<file path="src/rtl/regfile_2r1w.sv">
// rtl/regfile_2r1w.sv - 2-read/1-write byte-enabled register file with write-first bypass
// Reads sample the post-clear/post-write next state, so bypass falls out of the storage next-state logic.
module regfile_2r1w #(
    parameter int WIDTH    = 8,
    parameter int ADDR_W   = 2,
    parameter int ZERO_REG = 0
) (
    input  logic              clk,
    input  logic              rst,
    input  logic              clr,
    input  logic              wr_en,
    input  logic [ADDR_W-1:0] wr_addr,
    input  logic [WIDTH/8-1:0] wr_be,
    input  logic [WIDTH-1:0]  wr_data,
    input  logic              rd0_en,
    input  logic [ADDR_W-1:0] rd0_addr,
    input  logic              rd1_en,
    input  logic [ADDR_W-1:0] rd1_addr,
    output logic [WIDTH-1:0]  rd0_data,
    output logic [WIDTH-1:0]  rd1_data,
    output logic              rd0_valid,
    output logic              rd1_valid
);
    localparam int DEPTH = 1 << ADDR_W;
    localparam int NB    = WIDTH / 8;

    logic [WIDTH-1:0] regs_q [DEPTH];
    logic [WIDTH-1:0] regs_d [DEPTH];
    logic [WIDTH-1:0] wr_merged;
    logic             wr_live;
    logic [WIDTH-1:0] rd0_data_q, rd0_data_d;
    logic [WIDTH-1:0] rd1_data_q, rd1_data_d;
    logic             rd0_valid_q, rd1_valid_q;

    always_comb begin
        wr_merged = regs_q[wr_addr];
        for (int b = 0; b < NB; b++) begin
            if (wr_be[b]) begin
                wr_merged[8*b +: 8] = wr_data[8*b +: 8];
            end
        end
        wr_live = wr_en && !((ZERO_REG != 0) && (wr_addr == '0));
    end

    // Priority clr > write; register 0 stays zero under ZERO_REG because it is never written.
    always_comb begin
        for (int i = 0; i < DEPTH; i++) begin
            regs_d[i] = clr ? '0 : regs_q[i];
        end
        if (!clr && wr_live) begin
            regs_d[wr_addr] = wr_merged;
        end
    end

    always_comb begin
        rd0_data_d = rd0_en ? regs_d[rd0_addr] : rd0_data_q;
        rd1_data_d = rd1_en ? regs_d[rd1_addr] : rd1_data_q;
    end

    always_ff @(posedge clk or posedge rst) begin
        if (rst) begin
            for (int i = 0; i < DEPTH; i++) begin
                regs_q[i] <= '0;
            end
            rd0_data_q  <= '0;
            rd1_data_q  <= '0;
            rd0_valid_q <= 1'b0;
            rd1_valid_q <= 1'b0;
        end else begin
            for (int i = 0; i < DEPTH; i++) begin
                regs_q[i] <= regs_d[i];
            end
            rd0_data_q  <= rd0_data_d;
            rd1_data_q  <= rd1_data_d;
            rd0_valid_q <= rd0_en;
            rd1_valid_q <= rd1_en;
        end
    end

    assign rd0_data  = rd0_data_q;
    assign rd1_data  = rd1_data_q;
    assign rd0_valid = rd0_valid_q;
    assign rd1_valid = rd1_valid_q;
endmodule

</file>
<file path="config.mk">
export PLATFORM = sky130hd
export DESIGN_NAME = regfile_2r1w
export DESIGN_NICKNAME = d
export VERILOG_FILES = /design/src/rtl/regfile_2r1w.sv
export SDC_FILE = /design/constraint.sdc
export NUM_CORES = 1
export LEC_CHECK = 0
export ABC_AREA = 1
export ABC_CLOCK_PERIOD_IN_PS = 1400
export CAP_MARGIN = 20
export CORE_MARGIN = 4
export CORE_UTILIZATION = 50
export CTS_CLUSTER_DIAMETER = 150
export DETAILED_ROUTE_END_ITERATION = 12
export GPL_TIMING_DRIVEN = 0
export HOLD_SLACK_MARGIN = 0.12
export PLACE_DENSITY = 0.76
export SYNTH_ARGS = -nofsm -noshare
export SYNTH_HDL_FRONTEND = slang
export SYNTH_SLANG_ARGS = --single-unit
</file>
<file path="constraint.sdc">
create_clock -name clk -period 1.4 [get_ports clk]
set_input_delay 0.21 -clock clk [delete_from_list [all_inputs] [get_ports clk]]
set_output_delay 0.21 -clock clk [all_outputs]
set_load 0.03 [all_outputs]
</file>
Word-level counts from Yosys, hierarchy flattened
Index checks and enable logic that the tools add are counted.
- input bits: 21
- bits in registers: 50
- word-level logic and storage cells: 36
- output and inout bits: 18
- bitwise logic cells: 3
- reduce and logical (&&, ||, !) cells: 3
- magnitude comparators: 4
- mux-type cells: 18
- operators by type and width (kind ; count):
    $mux W8 ; 12
    $bmux W8 S2 ; 3
    $bwmux W32 ; 1
    $mux W32 ; 1
    $demux W8 S2 ; 1
    $ge A3 B3 Y1 const B ; 3
    $not A2 Y3 ; 3
    $lt A3 B1 Y1 const B ; 1
    $logic_and A1 B1 Y1 ; 2
    $logic_not A1 Y1 ; 1

Depth between registers and ports, before layout
- depth after elaboration: 10
- gate-level depth with buffers: 12
- gate-level depth less buffers: 11

Worst setup path after synthesis
Ideal clock, no wire load.
- path kind: input to register
- start: input port clr
- end: register rd1_data_q[0] (netlist: rd1_data[0])
- data arrival time: 1.210 ns
- library setup time: 0.117 ns
- path slack: 0.073 ns
- data required time: 1.283 ns
- buffers on the path: 0
- stages: 10
- cell sequence: inv_2 -> nand2_2 -> nor3_4 -> inv_4 -> nand3_2 -> nand3_1 -> nand3_1 -> nand2_1 -> nand2_1 -> nand2_1
- longest elaborated chain between the ends: 6
- elaborated cells on any way between the ends: 11
- those cells by class: 9 x mux; 2 x reduce/logical
- RTL lines (element ; RTL line ; text):
    start: declaration ; 10 ; input logic clr,
    $mux W8 or $logic_not A1 Y1 (tied branches) ; 48, 50 ;
    $bwmux W32 or $logic_and A1 B1 Y1 (tied branches) ; 51, 50 ;
    $mux W32 (*) ; 50 ; if (!clr && wr_live) begin
    $bmux W8 S2 (*) ; 57 ; rd1_data_d = rd1_en ? regs_d[rd1_addr] : rd1_data_q;
    $mux W8 (implied by the code) (*) (2 in series) ; 57 ;
    end signal: assignment ; 74 ; rd1_data_q <= rd1_data_d;
    end: declaration ; 32 ; logic [WIDTH-1:0] rd1_data_q, rd1_data_d;
Every way passes the cells marked *; elsewhere a longest branch is shown, timed or not. The select of a mux whose other input is x is not followed.
A chain may end at the register's enable or synchronous reset.

Final worst setup path
- start: register regs_q[7] in the netlist's numbering
- end: register rd1_data_q[7] (netlist: rd1_data[7])
- longest elaborated chain between the ends: 9
- elaborated cells on any way between the ends: 10
- those cells by class: 10 x mux
- RTL lines (element ; RTL line ; text):
    start: declaration ; 27 ; logic [WIDTH-1:0] regs_q [DEPTH];
    start signal: indexed assignment ; 71 ; regs_q[i] <= regs_d[i];
    $bmux W8 S2 ; 36 ; wr_merged = regs_q[wr_addr];
    $mux W8 (implied by the code) (2 in series) ; 36 ;
    $mux W8 ; 38 ; if (wr_be[b]) begin
    $bwmux W32 ; 51 ; regs_d[wr_addr] = wr_merged;
    $mux W32 (*) ; 50 ;
    $bmux W8 S2 (*) ; 57 ;
    $mux W8 (implied by the code) (*) (2 in series) ; 57 ;
Marks and branches as above.

==> results.sh <==
export IMPL_status="finished, violations left"
export IMPL_violations="negative setup slack"
export IMPL_gp_congestion=0.952
export IMPL_synthTopCellsByCount="163 x nand2_1, 157 x nand3_1, 50 x dfrtp_1"
export IMPL_p_leak_nw=2.28
export IMPL_setup_tns_ns=-0.113
export IMPL_synthArstFlopShare_pct=100
export IMPL_clock_fmax_mhz=694
export IMPL_grt_pass1_wl_um=15800
export IMPL_layout_nets=520
export IMPL_period_needed_ns=1.44
export IMPL_overflow=0
export IMPL_dp_hpwl_um=6310
export IMPL_syn_area_sq_um=3010
export IMPL_num_rows=28
export IMPL_dp_slack_ns=-0.812
export IMPL_avgSynthCellArea_sq_um=7.05
export IMPL_grt_pass1_vias=3287
export IMPL_synth_area_top_cells="dfrtp_1 42%, nand3_1 26%, nand2_1 20%"
export IMPL_clock_sinks=50
export IMPL_numCtsBuffers=5
export IMPL_synthToLayoutAreaGrowth_pct=44.9
export IMPL_maxSlewHeadroom_pct=49.5
export IMPL_io_pins=39
export IMPL_cts_tree="built"
export IMPL_layout_cells_non_filler=574
export IMPL_postRouteAntennaNets=0
export IMPL_post_route_drc_count=0
export IMPL_required_ns=1.60
export IMPL_grt_usage_pct=28.2
export IMPL_initial_utilization_pct=51.2
export IMPL_tightest_slew_ns=0.757
export IMPL_drt_total_wl_um=11900
export IMPL_clkTransAtPathRegs_ns=0.10
export IMPL_syn_nets=448
export IMPL_final_hold_violation_count=0
export IMPL_startpoint_type="flop"
export IMPL_die_h_um=85.6
export IMPL_synth_seq_area_share_pct=41.5
export IMPL_crit_fanout=4
export IMPL_drive_above_1_share_pct=34.1
export IMPL_synth_distinct_cells=16
export IMPL_peakVddDrop_mv=0.699
export IMPL_fp_dieW_um=85.6
export IMPL_synth_main_ff_cell="dfrtp_1"
export IMPL_hold_class="primary input to async pin"
export IMPL_htreeDepth=2
export IMPL_via_count=3692
export IMPL_clk_latency_ns=0.32
export IMPL_dieArea_sq_um=7330
export IMPL_dr_pass1_iters=6
export IMPL_wire_per_inst_um=20.7
export IMPL_finClkSkew_ns=0.0118
export IMPL_cts_max_path_buffers=2
export IMPL_powerDensity_nw_per_um2=765
export IMPL_dp_cells=536
export IMPL_viasPerCell=6.43
export IMPL_finalHoldWorstSlack_ns=0.158
export IMPL_antenna_found_initial=0
export IMPL_placed_cell_area_sq_um=3450
export IMPL_setup_ws_ns=-0.0403
export IMPL_cp_data_arrival_time_ns=1.64
export IMPL_syn_inst=427
export IMPL_slew_viol_final=0
export IMPL_yosys_area_top_type="dfrtp_1"
export IMPL_stdcell_area_sq_um=4360
export IMPL_grt_max_degree=51
export IMPL_yosys_cell_count_top_type="nand2_1"
export IMPL_ys_ff_latch=50
export IMPL_path_class="flop to flop"
export IMPL_synth_top_area_share_pct=41.5
export IMPL_synth_warnings=0
export IMPL_rsz0062_at_grt="true"
export IMPL_end_kind="flop"
export IMPL_num_antenna_cells=0
export IMPL_synth_enable_flop_cells=0
export IMPL_port_buffers=34
export IMPL_drt_iter0_markers=650
export IMPL_fin_crit_sh_pct=103
export IMPL_core_area_sq_um=5890
export IMPL_setup_viol_count_final=7
export IMPL_maxCapViolCount=0
export IMPL_cts_root_buf="clkbuf_8"
[worst max-delay path, cell delays in order (launching register included)]
cell	delay, ns
dfrtp_1	0.42
nand2_1	0.08
nand2_1	0.07
nand2_2	0.10
nand3_4	0.14
nand3_4	0.15
nand3_2	0.08
nand3_2	0.09
nand2_2	0.09
nand2_2	0.06
nand2_2	0.05
[path summary, 6_finish.rpt]
check / startpoint / end / slack [ns] / cells past startpoint
hold reg to reg: rd1_data[5] / rd1_data[5] / 0.47 / 2
setup reg to reg: regs_q[7] / rd1_data[7] / -0.04 / 10
setup / recovery: regs_q[7] / rd1_data[7] / -0.04 / 10
min in group clk: rd1_en / rd1_valid / 0.35 / 1
hold / removal: rst / regs_q[19] / 0.16 / 2
max in group asynchronous: rst / regs_q[10] / 0.75 / 3
[placed cells by master, fill, tap and decap left out, types with 9 or more instances in the layout]
cell type          n
nand3_1           88
nand3_2           58
clkdlybuf4s50_1   11
nand3_4           22
dfrtp_1           50
buf_6              9
nand2_2           18
nand2_1          145
buf_4             25
dlygate4sd2_1     21
[per-stage QoR]
stage,utilization [%],total power [mW]
finish,74.1,3.34
CTS,64.1,3.17
floorplan,-,2.05
global placement,58.6,2.32
global route,74.1,3.46
detailed placement,58.6,2.33
[timing repair]
action / in CTS / in global routing
gates resized for setup: 71 / 92
buffers inserted: 12 / 18
setup endpoints to repair: 66 / 16
pin swaps: 11 / 42
hold buffers: 0 / 0
[where the power goes]
part | switching, mW | internal [mW] | total (mW)
Sequential | 0.0418 | 1.52 | 1.56
Clock | 0.497 | 0.346 | 0.843
Combinational | 0.624 | 0.311 | 0.935
Total | 1.16 | 2.18 | 3.34
[area by class of cell]
| class | instances | area, sq um |
|---|---|---|
| multi-input combinational | 344 | 2180 |
| buffer | 18 | 118 |
| sequential | 50 | 1250 |
| tap | 75 | 93.8 |
| fill | 428 | 1520 |
| timing repair buffer | 65 | 568 |
| clock buffer | 7 | 76.3 |
| inverter | 15 | 80.1 |
[logic make-up (layout without fill, tap and decap cells)]
group         after synthesis  after routing  synth area share, %
buf+inv                    33            105                 4.86
flops                      50             50                 41.5
simple gates              344            344                 53.6
[state kept, by name, indices dropped and copies added (netlist names)]
name,flops
rd1_valid,1
rd0_data,8
rd1_data,8
rd0_valid,1
regs_q,32
[layer usage]
layer,global-route usage (%),vias to the layer above,share of wire (%)
li1,-,1576,-
met1,36.7,1703,37
met2,42.1,329,45
met3,6.72,84,12
met4,17.7,0,5.7
met5,0,-,0
No activity file was read; power rests on OpenSTA's default activity.
